**config.mk**
```make
export PLATFORM = sky130hd
export DESIGN_NAME = lsu_stage_flat
export DESIGN_NICKNAME = d
export VERILOG_FILES = /design/src/rtl/lsu_stage_if.sv /design/src/rtl/lsu_stage.sv /design/src/flat_wrapper.sv
export SDC_FILE = /design/constraint.sdc
export NUM_CORES = 1
export LEC_CHECK = 0
export BUFFER_PORTS_ARGS = -buffer_cell sky130_fd_sc_hd__buf_2
export CORE_MARGIN = 3
export CORE_UTILIZATION = 30
export CTS_CLUSTER_SIZE = 40
export DETAILED_ROUTE_END_ITERATION = 8
export HOLD_SLACK_MARGIN = 0.05
export PLACE_DENSITY_LB_ADDON = 0.08
export SLEW_MARGIN = 10
export SYNTH_ARGS = -nofsm -noshare
export SYNTH_HDL_FRONTEND = slang
export SYNTH_SLANG_ARGS = --single-unit
```
**constraint.sdc**
```tcl
create_clock -name clk -period 4.25 [get_ports clk]
set_clock_uncertainty 0.15 [all_clocks]
set_input_delay 0.85 -clock clk [delete_from_list [all_inputs] [get_ports clk]]
set_output_delay 0.85 -clock clk [all_outputs]
set_load 0.05 [all_outputs]
```
**src/rtl/lsu_stage_if.sv**
```systemverilog
// Bundle of the three LSU handshakes: EXU->LSU payload, data-memory port,
// and LSU->WBU payload. The slave modport is the LSU's own view; the
// master modport is the surrounding pipeline/memory/WBU view.
interface lsu_stage_if;
  // EXU -> LSU
  logic        in_valid;
  logic        in_ready;
  logic [31:0] in_pc_target;
  logic [31:0] in_exu_result;
  logic [31:0] in_mem_addr;
  logic [31:0] in_mem_wdata;
  logic        in_reg_wen;
  logic        in_mem_en;
  logic        in_mem_wen;
  logic [4:0]  in_rd_addr;
  logic [2:0]  in_funct3;
  // LSU <-> data memory
  logic        mem_req_valid;
  logic        mem_req_ready;
  logic [31:0] mem_req_addr;
  logic        mem_req_wen;
  logic [31:0] mem_req_wdata;
  logic [3:0]  mem_req_wstrb;
  logic        mem_resp_valid;
  logic [31:0] mem_resp_rdata;
  // LSU -> WBU
  logic        out_valid;
  logic        out_ready;
  logic [31:0] out_pc_target;
  logic [31:0] out_wb_data;
  logic        out_reg_wen;
  logic [4:0]  out_rd_addr;
  logic        out_fault;

  modport master (
    output in_valid, in_pc_target, in_exu_result, in_mem_addr, in_mem_wdata,
           in_reg_wen, in_mem_en, in_mem_wen, in_rd_addr, in_funct3,
    input  in_ready,
    input  mem_req_valid, mem_req_addr, mem_req_wen, mem_req_wdata, mem_req_wstrb,
    output mem_req_ready, mem_resp_valid, mem_resp_rdata,
    input  out_valid, out_pc_target, out_wb_data, out_reg_wen, out_rd_addr, out_fault,
    output out_ready
  );

  modport slave (
    input  in_valid, in_pc_target, in_exu_result, in_mem_addr, in_mem_wdata,
           in_reg_wen, in_mem_en, in_mem_wen, in_rd_addr, in_funct3,
    output in_ready,
    output mem_req_valid, mem_req_addr, mem_req_wen, mem_req_wdata, mem_req_wstrb,
    input  mem_req_ready, mem_resp_valid, mem_resp_rdata,
    output out_valid, out_pc_target, out_wb_data, out_reg_wen, out_rd_addr, out_fault,
    input  out_ready
  );
endinterface

```
**src/rtl/lsu_stage.sv**
```systemverilog
// Memory-access stage: single-entry buffer between EXU and WBU that performs
// one load/store on a request/response data-memory port with a response
// timeout. Handshake flags are registered copies of the next FSM state.
module lsu_stage #(
  parameter int TIMEOUT_CYCLES = 255
) (
  input logic         clk,
  input logic         rst,
  lsu_stage_if.slave  bus
);

  typedef enum logic [1:0] {
    S_IDLE = 2'd0,
    S_REQ  = 2'd1,
    S_RESP = 2'd2,
    S_WB   = 2'd3
  } state_t;

  localparam logic [7:0] TMO_LAST = 8'(TIMEOUT_CYCLES - 1);

  // funct3[1:0] picks the size; 11 and the undefined codes fall back to word.
  function automatic logic misaligned(input logic [2:0] f3, input logic [1:0] off);
    logic bad;
    case (f3[1:0])
      2'b00:   bad = 1'b0;
      2'b01:   bad = off[0];
      default: bad = (off != 2'b00);
    endcase
    return bad;
  endfunction

  function automatic logic [3:0] store_strb(input logic [2:0] f3, input logic [1:0] off);
    logic [3:0] strb;
    case (f3[1:0])
      2'b00:   strb = 4'b0001 << off;
      2'b01:   strb = 4'b0011 << off;
      default: strb = 4'b1111;
    endcase
    return strb;
  endfunction

  function automatic logic [31:0] store_data(input logic [2:0] f3, input logic [31:0] wd);
    logic [31:0] d;
    case (f3[1:0])
      2'b00:   d = {4{wd[7:0]}};
      2'b01:   d = {2{wd[15:0]}};
      default: d = wd;
    endcase
    return d;
  endfunction

  function automatic logic [31:0] load_extract(input logic [2:0] f3, input logic [1:0] off,
                                               input logic [31:0] rd);
    logic [7:0]  b;
    logic [15:0] h;
    logic [31:0] v;
    case (off)
      2'd0:    b = rd[7:0];
      2'd1:    b = rd[15:8];
      2'd2:    b = rd[23:16];
      default: b = rd[31:24];
    endcase
    h = off[1] ? rd[31:16] : rd[15:0];
    case (f3)
      3'b000:  v = {{24{b[7]}}, b};
      3'b001:  v = {{16{h[15]}}, h};
      3'b100:  v = {24'd0, b};
      3'b101:  v = {16'd0, h};
      default: v = rd;
    endcase
    return v;
  endfunction

  state_t      state_r, state_nx_s;
  logic        in_ready_r, req_valid_r, out_valid_r;
  logic [31:0] pc_target_r, exu_result_r, addr_r, wdata_r, wb_data_r;
  logic        reg_wen_r, mem_en_r, mem_wen_r, fault_r;
  logic [4:0]  rd_addr_r;
  logic [2:0]  funct3_r;
  logic [7:0]  tmo_cnt_r;
  logic        misalign_s, tmo_hit_s;

  assign misalign_s = misaligned(bus.in_funct3, bus.in_mem_addr[1:0]);
  assign tmo_hit_s  = (tmo_cnt_r == TMO_LAST);

  // Next-state logic of the access FSM.
  always_comb begin
    state_nx_s = state_r;
    case (state_r)
      S_IDLE: begin
        if (!bus.in_valid)      state_nx_s = S_IDLE;
        else if (!bus.in_mem_en) state_nx_s = S_WB;
        else if (misalign_s)    state_nx_s = S_WB;
        else                    state_nx_s = S_REQ;
      end
      S_REQ: begin
        if (bus.mem_req_ready) state_nx_s = S_RESP;
        else                   state_nx_s = S_REQ;
      end
      S_RESP: begin
        if (bus.mem_resp_valid) state_nx_s = S_WB;
        else if (tmo_hit_s)     state_nx_s = S_WB;
        else                    state_nx_s = S_RESP;
      end
      S_WB: begin
        if (bus.out_ready) state_nx_s = S_IDLE;
        else               state_nx_s = S_WB;
      end
      default: state_nx_s = S_IDLE;
    endcase
  end

  // State register plus registered handshake flags decoded from the next state.
  always_ff @(posedge clk) begin
    if (rst) begin
      state_r     <= S_IDLE;
      in_ready_r  <= 1'b1;
      req_valid_r <= 1'b0;
      out_valid_r <= 1'b0;
    end else begin
      state_r     <= state_nx_s;
      in_ready_r  <= (state_nx_s == S_IDLE);
      req_valid_r <= (state_nx_s == S_REQ);
      out_valid_r <= (state_nx_s == S_WB);
    end
  end

  // Payload latch, loaded only when a new payload is accepted in S_IDLE.
  always_ff @(posedge clk) begin
    if (rst) begin
      pc_target_r  <= 32'd0;
      exu_result_r <= 32'd0;
      addr_r       <= 32'd0;
      wdata_r      <= 32'd0;
      reg_wen_r    <= 1'b0;
      mem_en_r     <= 1'b0;
      mem_wen_r    <= 1'b0;
      rd_addr_r    <= 5'd0;
      funct3_r     <= 3'd0;
    end else if ((state_r == S_IDLE) && bus.in_valid) begin
      pc_target_r  <= bus.in_pc_target;
      exu_result_r <= bus.in_exu_result;
      addr_r       <= bus.in_mem_addr;
      wdata_r      <= bus.in_mem_wdata;
      reg_wen_r    <= bus.in_reg_wen;
      mem_en_r     <= bus.in_mem_en;
      mem_wen_r    <= bus.in_mem_wen;
      rd_addr_r    <= bus.in_rd_addr;
      funct3_r     <= bus.in_funct3;
    end
  end

  // Write-back value, fault flag and response timeout counter.
  always_ff @(posedge clk) begin
    if (rst) begin
      wb_data_r <= 32'd0;
      fault_r   <= 1'b0;
      tmo_cnt_r <= 8'd0;
    end else begin
      case (state_r)
        S_IDLE: begin
          if (bus.in_valid) begin
            fault_r   <= bus.in_mem_en & misalign_s;
            wb_data_r <= (bus.in_mem_en & misalign_s) ? 32'd0 : bus.in_exu_result;
          end
        end
        S_REQ: begin
          if (bus.mem_req_ready) tmo_cnt_r <= 8'd0;
        end
        S_RESP: begin
          if (bus.mem_resp_valid) begin
            // A store completes with its response but writes back the EXU result.
            wb_data_r <= mem_wen_r ? exu_result_r
                                   : load_extract(funct3_r, addr_r[1:0], bus.mem_resp_rdata);
          end else if (tmo_hit_s) begin
            fault_r   <= 1'b1;
            wb_data_r <= 32'd0;
          end else begin
            tmo_cnt_r <= tmo_cnt_r + 8'd1;
          end
        end
        default: begin
          wb_data_r <= wb_data_r;
        end
      endcase
    end
  end

  assign bus.in_ready      = in_ready_r;
  assign bus.mem_req_valid = req_valid_r;
  assign bus.mem_req_addr  = {addr_r[31:2], 2'b00};
  assign bus.mem_req_wen   = mem_wen_r & mem_en_r;
  assign bus.mem_req_wdata = mem_wen_r ? store_data(funct3_r, wdata_r) : 32'd0;
  assign bus.mem_req_wstrb = mem_wen_r ? store_strb(funct3_r, addr_r[1:0]) : 4'b0000;
  assign bus.out_valid     = out_valid_r;
  assign bus.out_pc_target = pc_target_r;
  assign bus.out_wb_data   = wb_data_r;
  assign bus.out_reg_wen   = reg_wen_r & ~fault_r;
  assign bus.out_rd_addr   = rd_addr_r;
  assign bus.out_fault     = fault_r;

endmodule

```
**src/flat_wrapper.sv**
```systemverilog
// flat-port wrapper written by rule: the top's interface ports become plain ports
module lsu_stage_flat 
#(
  parameter int TIMEOUT_CYCLES = 255
)
  (clk, rst, bus_in_valid, bus_in_pc_target, bus_in_exu_result, bus_in_mem_addr, bus_in_mem_wdata, bus_in_reg_wen, bus_in_mem_en, bus_in_mem_wen, bus_in_rd_addr, bus_in_funct3, bus_in_ready, bus_mem_req_valid, bus_mem_req_addr, bus_mem_req_wen, bus_mem_req_wdata, bus_mem_req_wstrb, bus_mem_req_ready, bus_mem_resp_valid, bus_mem_resp_rdata, bus_out_valid, bus_out_pc_target, bus_out_wb_data, bus_out_reg_wen, bus_out_rd_addr, bus_out_fault, bus_out_ready);
  lsu_stage_if bus_i ();
  input logic clk;
  input logic rst;
  input wire logic [$bits(bus_i.in_valid)-1:0] bus_in_valid;
  input wire logic [$bits(bus_i.in_pc_target)-1:0] bus_in_pc_target;
  input wire logic [$bits(bus_i.in_exu_result)-1:0] bus_in_exu_result;
  input wire logic [$bits(bus_i.in_mem_addr)-1:0] bus_in_mem_addr;
  input wire logic [$bits(bus_i.in_mem_wdata)-1:0] bus_in_mem_wdata;
  input wire logic [$bits(bus_i.in_reg_wen)-1:0] bus_in_reg_wen;
  input wire logic [$bits(bus_i.in_mem_en)-1:0] bus_in_mem_en;
  input wire logic [$bits(bus_i.in_mem_wen)-1:0] bus_in_mem_wen;
  input wire logic [$bits(bus_i.in_rd_addr)-1:0] bus_in_rd_addr;
  input wire logic [$bits(bus_i.in_funct3)-1:0] bus_in_funct3;
  output wire logic [$bits(bus_i.in_ready)-1:0] bus_in_ready;
  output wire logic [$bits(bus_i.mem_req_valid)-1:0] bus_mem_req_valid;
  output wire logic [$bits(bus_i.mem_req_addr)-1:0] bus_mem_req_addr;
  output wire logic [$bits(bus_i.mem_req_wen)-1:0] bus_mem_req_wen;
  output wire logic [$bits(bus_i.mem_req_wdata)-1:0] bus_mem_req_wdata;
  output wire logic [$bits(bus_i.mem_req_wstrb)-1:0] bus_mem_req_wstrb;
  input wire logic [$bits(bus_i.mem_req_ready)-1:0] bus_mem_req_ready;
  input wire logic [$bits(bus_i.mem_resp_valid)-1:0] bus_mem_resp_valid;
  input wire logic [$bits(bus_i.mem_resp_rdata)-1:0] bus_mem_resp_rdata;
  output wire logic [$bits(bus_i.out_valid)-1:0] bus_out_valid;
  output wire logic [$bits(bus_i.out_pc_target)-1:0] bus_out_pc_target;
  output wire logic [$bits(bus_i.out_wb_data)-1:0] bus_out_wb_data;
  output wire logic [$bits(bus_i.out_reg_wen)-1:0] bus_out_reg_wen;
  output wire logic [$bits(bus_i.out_rd_addr)-1:0] bus_out_rd_addr;
  output wire logic [$bits(bus_i.out_fault)-1:0] bus_out_fault;
  input wire logic [$bits(bus_i.out_ready)-1:0] bus_out_ready;
  assign bus_i.in_valid = bus_in_valid;
  assign bus_i.in_pc_target = bus_in_pc_target;
  assign bus_i.in_exu_result = bus_in_exu_result;
  assign bus_i.in_mem_addr = bus_in_mem_addr;
  assign bus_i.in_mem_wdata = bus_in_mem_wdata;
  assign bus_i.in_reg_wen = bus_in_reg_wen;
  assign bus_i.in_mem_en = bus_in_mem_en;
  assign bus_i.in_mem_wen = bus_in_mem_wen;
  assign bus_i.in_rd_addr = bus_in_rd_addr;
  assign bus_i.in_funct3 = bus_in_funct3;
  assign bus_in_ready = bus_i.in_ready;
  assign bus_mem_req_valid = bus_i.mem_req_valid;
  assign bus_mem_req_addr = bus_i.mem_req_addr;
  assign bus_mem_req_wen = bus_i.mem_req_wen;
  assign bus_mem_req_wdata = bus_i.mem_req_wdata;
  assign bus_mem_req_wstrb = bus_i.mem_req_wstrb;
  assign bus_i.mem_req_ready = bus_mem_req_ready;
  assign bus_i.mem_resp_valid = bus_mem_resp_valid;
  assign bus_i.mem_resp_rdata = bus_mem_resp_rdata;
  assign bus_out_valid = bus_i.out_valid;
  assign bus_out_pc_target = bus_i.out_pc_target;
  assign bus_out_wb_data = bus_i.out_wb_data;
  assign bus_out_reg_wen = bus_i.out_reg_wen;
  assign bus_out_rd_addr = bus_i.out_rd_addr;
  assign bus_out_fault = bus_i.out_fault;
  assign bus_i.out_ready = bus_out_ready;
  lsu_stage #(.TIMEOUT_CYCLES(TIMEOUT_CYCLES)) u_core (.clk(clk), .rst(rst), .bus(bus_i));
endmodule
```
## Yosys cells after proc, flatten, opt, wreduce, memory -nomap -nowiden

Cells that the tools add are included.

- Flip-flop bits (word level): 185
- Output and inout port bits: 143
- Logic and storage cells: 85

- $add $sub $neg: 1
- Eq/ne operators: 19
- Shift operators: 2
- Muxes and demuxes: 30
- Bitwise gates (word level): 4
- Reductions and logical operators: 13

Operators by type and width:

| operator | count |
|---|---|
| 32-bit two-way mux | 6 |
| 32-bit case mux with 2 select lines | 2 |
| 32-bit case mux with 4 select lines | 1 |
| 8-bit two-way mux | 3 |
| 8-bit case mux with 3 select lines | 1 |
| 16-bit two-way mux | 1 |
| 8-bit case mux with 2 select lines | 1 |
| 2-bit two-way mux | 6 |
| 2-bit by 1-bit == test with 1-bit output (second input constant) | 5 |
| 2-bit zero test | 5 |
| 8-bit by 1-bit adder with 8-bit output (second input constant) | 1 |
| 2-bit == test (second input constant) | 4 |
| 8-bit == test (second input constant) | 1 |
| 2-bit inequality test (second input constant) | 4 |
| 2-bit case mux with 4 select lines | 1 |
| 4-bit case mux with 2 select lines | 1 |
| 4-bit AND reduction | 2 |
| 3-bit == test (second input constant) | 2 |
| 2-bit nonzero test | 3 |
| 1-bit two-way mux | 4 |
| 4-bit two-way mux | 1 |
| 1-bit case mux with 2 select lines | 2 |
| 1-bit by 2-bit << shifter with 4-bit output (first input constant) | 1 |
| 2-bit by 2-bit << shifter with 4-bit output (first input constant) | 1 |
| 8 further kinds | 10 |

## Longest topological paths before layout

- Depth after elaboration: 7
- Mapped depth: 8

## Worst setup path before layout

No wires, ideal clock.

- Path kind: reg-to-output
- Start: reg u_core.funct3_r[1]
- End: out bus_mem_req_wdata[13]
- Data arrival time: 1902 ps
- Required time: 3250 ps
- Setup slack: 1348 ps
- Cell stages (with the launch flop): 6
- Buffers on the path: 3
- Cell sequence: dfxtp_1 buf_2 clkbuf_1 clkbuf_1 o21ai_0 a21oi_1

- Longest elaborated chain between the ends: 3

RTL lines:

| item | RTL line | source |
|---|---|---|
| start, declared | lsu_stage.sv:79 | `logic [2:0] funct3_r;` |
| start signal, assigned | lsu_stage.sv:149 | `funct3_r <= bus.in_funct3;` |
| 2-bit by 1-bit == test with 1-bit output or 2-bit zero test (tied branches) | lsu_stage.sv:44 | `case (f3[1:0])` |
| 32-bit case mux with 2 select lines * | lsu_stage.sv:44 |  |
| 32-bit two-way mux * | lsu_stage.sv:193 | `assign bus.mem_req_wdata = mem_wen_r ? store_data(funct3_r, wdata_r) : 32'd0;` |
| end, declared | flat_wrapper.sv:24 | `output wire logic [$bits(bus_i.mem_req_wdata)-1:0] bus_mem_req_wdata;` |

Mark *: on every way between the ends. The rest lies on a longest branch, timed or not.

## Worst setup path after layout

- Start: reg u_core.funct3_r[0]
- End: out bus_mem_req_wdata[29]

The elaborated chain is that of the path after synthesis.

==> impl_metrics.env <==
export IMPL_clkSlewWorstSetupHoldPaths_ns=0.07
export IMPL_yosys_top_cells_area="dfxtp_1, nand2_1, a21oi_1"
export IMPL_rsz0062_at_grt="false"
export IMPL_postCtsSetupBuffers=0
export IMPL_overflow=0
export IMPL_dp_hpwl_um=21150
export IMPL_cts_resized=0
export IMPL_worst_setup_path_end_kind="output pin"
export IMPL_cpMostUsedCell="nor2_1"
export IMPL_initial_core_util_pct=30.62
export IMPL_syn_inst=1125
export IMPL_die_area_um2=31550
export IMPL_worstMarginPinSlew_ns=1.093
export IMPL_relSlewSlack_pct=27.15
export IMPL_synth_top_cell_area_share_pct=41.91
export IMPL_async_flop_share_pct=0
export IMPL_cpMaxStageDelayCell="dfxtp_1"
export IMPL_holdBufCountCts=0
export IMPL_fp_dieW_um=177.6
export IMPL_grt_use_total_pct=19.17
export IMPL_wl_per_cell_um=17.90
export IMPL_run_status="finished clean"
export IMPL_slowest_delay_ns=0.71
export IMPL_crit_path_start_kind="flop"
export IMPL_pin_count=320
export IMPL_first_iter_violations=477
export IMPL_pre_cts_slack_ns=1.368
export IMPL_critical_path_class="reg2out"
export IMPL_viasPerCell=4.864
export IMPL_powerDensity_nw_per_um2=456.5
export IMPL_drc=0
export IMPL_synth_edff_count=0
export IMPL_yosys_area_top_type="dfxtp_1"
export IMPL_port_buffers=317
export IMPL_min_period_ns=3.351
export IMPL_ys_flop_type="dfxtp_1"
export IMPL_critical_path_arrival_ns=2.35
export IMPL_ys_seq_elements=185
export IMPL_cp_required_ns=3.25
export IMPL_setup_tns_ns=0
export IMPL_numCtsBuffers=17
export IMPL_rows=62
export IMPL_antenna_found_initial=7
export IMPL_fmax_mhz=298.5
export IMPL_setup_violations=0
export IMPL_syn_cell_area_um2=8837
export IMPL_cp_num_buf_inv=2
export IMPL_path_max_fanout=20
export IMPL_final_antenna_net_count=0
export IMPL_timing_rr_start="u_core.funct3_r[0]"
export IMPL_vdd_drop_max_mv=0.2159
export IMPL_crit_family="flip-flops"
export IMPL_root_buffer="clkbuf_16"
export IMPL_final_cell_mix="nand2_1, buf_2, a21oi_1"
export IMPL_first_global_vias=8212
export IMPL_coreArea_um2=28860
export IMPL_wl_um=31260
export IMPL_layout_commonest_cell="nand2_1"
export IMPL_area_growth_pct=24.10
export IMPL_layout_setup_ws_ns=0.8994
export IMPL_ys_warn_count=0
export IMPL_num_vias=8492
export IMPL_synth_avg_cell_area_um2=7.855
export IMPL_layout_drive_gt1_share_pct=30.83
export IMPL_drv_slew=0
export IMPL_fin_nets=1525
export IMPL_die_h_um=177.6
export IMPL_maxCapViolations=0
export IMPL_crit_chain="buf_4 -> mux2i_1 -> nor2_1 -> a21oi_1 -> nor2_1 -> buf_2"
export IMPL_grt_pass1_wl_um=47480
export IMPL_cts_buffer_depth=2
export IMPL_clock_latency_ns=0.42
export IMPL_worstSetupStartpoint="u_core.funct3_r[0]"
export IMPL_place_gp_congestion=0.8146
export IMPL_min_from="u_core.addr_r[9]"
export IMPL_min_path_type="reg2reg"
export IMPL_drt_pass1_iterations=5
export IMPL_cts_htree_levels=4
export IMPL_hold_viol_final=0
export IMPL_synthDistinctLibCells=55
export IMPL_ys_seq_area_share_pct=41.91
export IMPL_cts_sinks=185
export IMPL_fin_crit_sh_pct=78.84
export IMPL_cts_tree="built"
export IMPL_p_leak_nw=4.576
export IMPL_grt_max_degree=140
cell usage after synthesis (all sizes together), types with 5 or more instances:
cell type	count
nand2	321
a21oi	209
dfxtp	185
buf	87
nor2	43
clkbuf	42
o21ai	40
a311oi	32
mux2i	25
o221a	16
o221ai	16
nand2b	13
nor2b	12
and2	10
inv	10
o21bai	8
nand3	6
nand3b	6
and3	5
logic make-up after synthesis:
group                    after synthesis  synth area share [%]
AND/OR/NAND/NOR                      431                 20.90
multiplexers                          25                 2.832
XOR/XNOR                               4                0.3965
buffers and inverters                139                 8.438
AO/OA/AOI/OAI                        338                 25.20
flip-flops                           185                 41.91
adder cells (fa/ha/maj)                2                0.2831
other                                  1               0.04243
power by group:
part | leakage (nW) | switching [mW] | internal [mW]
registers | 1.52 | 0.119 | 1.90
logic | 2.77 | 0.979 | 0.385
clock network | 0.287 | 0.776 | 0.852
state kept, by name (all words and copies together) (netlist names), 2 cells and up:
name,flops
u_core.funct3_r,3
u_core.tmo_cnt_r,8
u_core.wdata_r,32
u_core.bus.out_rd_addr,5
u_core.exu_result_r,32
u_core.state_r,2
u_core.bus.out_wb_data,32
u_core.bus.out_pc_target,32
u_core.addr_r,32
through the flow:
step | utilization [%] | cell area (µm²) | hold WS [ns] | instances | power [mW]
final | 38.00 | 10970 | 0.3015 | 1746 | 5.007
after CTS | 37.98 | 10960 | 0.3042 | 1743 | 5.080
after detailed placement | 35.91 | 10360 | 0.2931 | 1711 | 3.433
after global placement | 35.91 | 10360 | 0.2885 | 1711 | 3.427
after floorplan | - | 8841 | 0.2817 | 1126 | 3.066
after global routing | 37.99 | 10960 | 0.3236 | 1745 | 5.263
worst reg2reg max path, stage by stage (launching register included):
cell	delay (ns)
dfxtp_1	0.71
buf_4	0.38
nor2_1	0.13
nor3_4	0.73
o21ai_0	0.28
a311oi_1	0.29
worst paths after layout:
path | endpoint | slack, ns | depth (start not counted)
hold / removal | u_core.addr_r[9] | 0.30 | 2
hold reg to reg | u_core.addr_r[9] | 0.30 | 2
setup reg to reg | u_core.bus.out_wb_data[17] | 1.51 | 5
setup / recovery | bus_mem_req_wdata[29] | 0.90 | 6
area by class of cell:
| type | count | area, µm² |
|---|---|---|
| fill | 3164 | 17890 |
| multi-input combinational | 802 | 4412 |
| sequential | 185 | 3705 |
| timing repair buffer | 330 | 1728 |
| tap | 384 | 480.5 |
| clock buffer | 18 | 439.2 |
| clock inverter | 14 | 157.7 |
| inverter | 10 | 37.54 |
| antenna | 3 | 7.507 |
metal layers:
layer / track usage, % / vias up / wire [µm]
met5: 0 / - / 38
met4: 4.025 / 8 / 419
met3: 5.862 / 28 / 2338
met2: 31.04 / 278 / 14490
met1: 25.25 / 3925 / 13980
li1: - / 4253 / -
(Power assumes the default switching activity.)
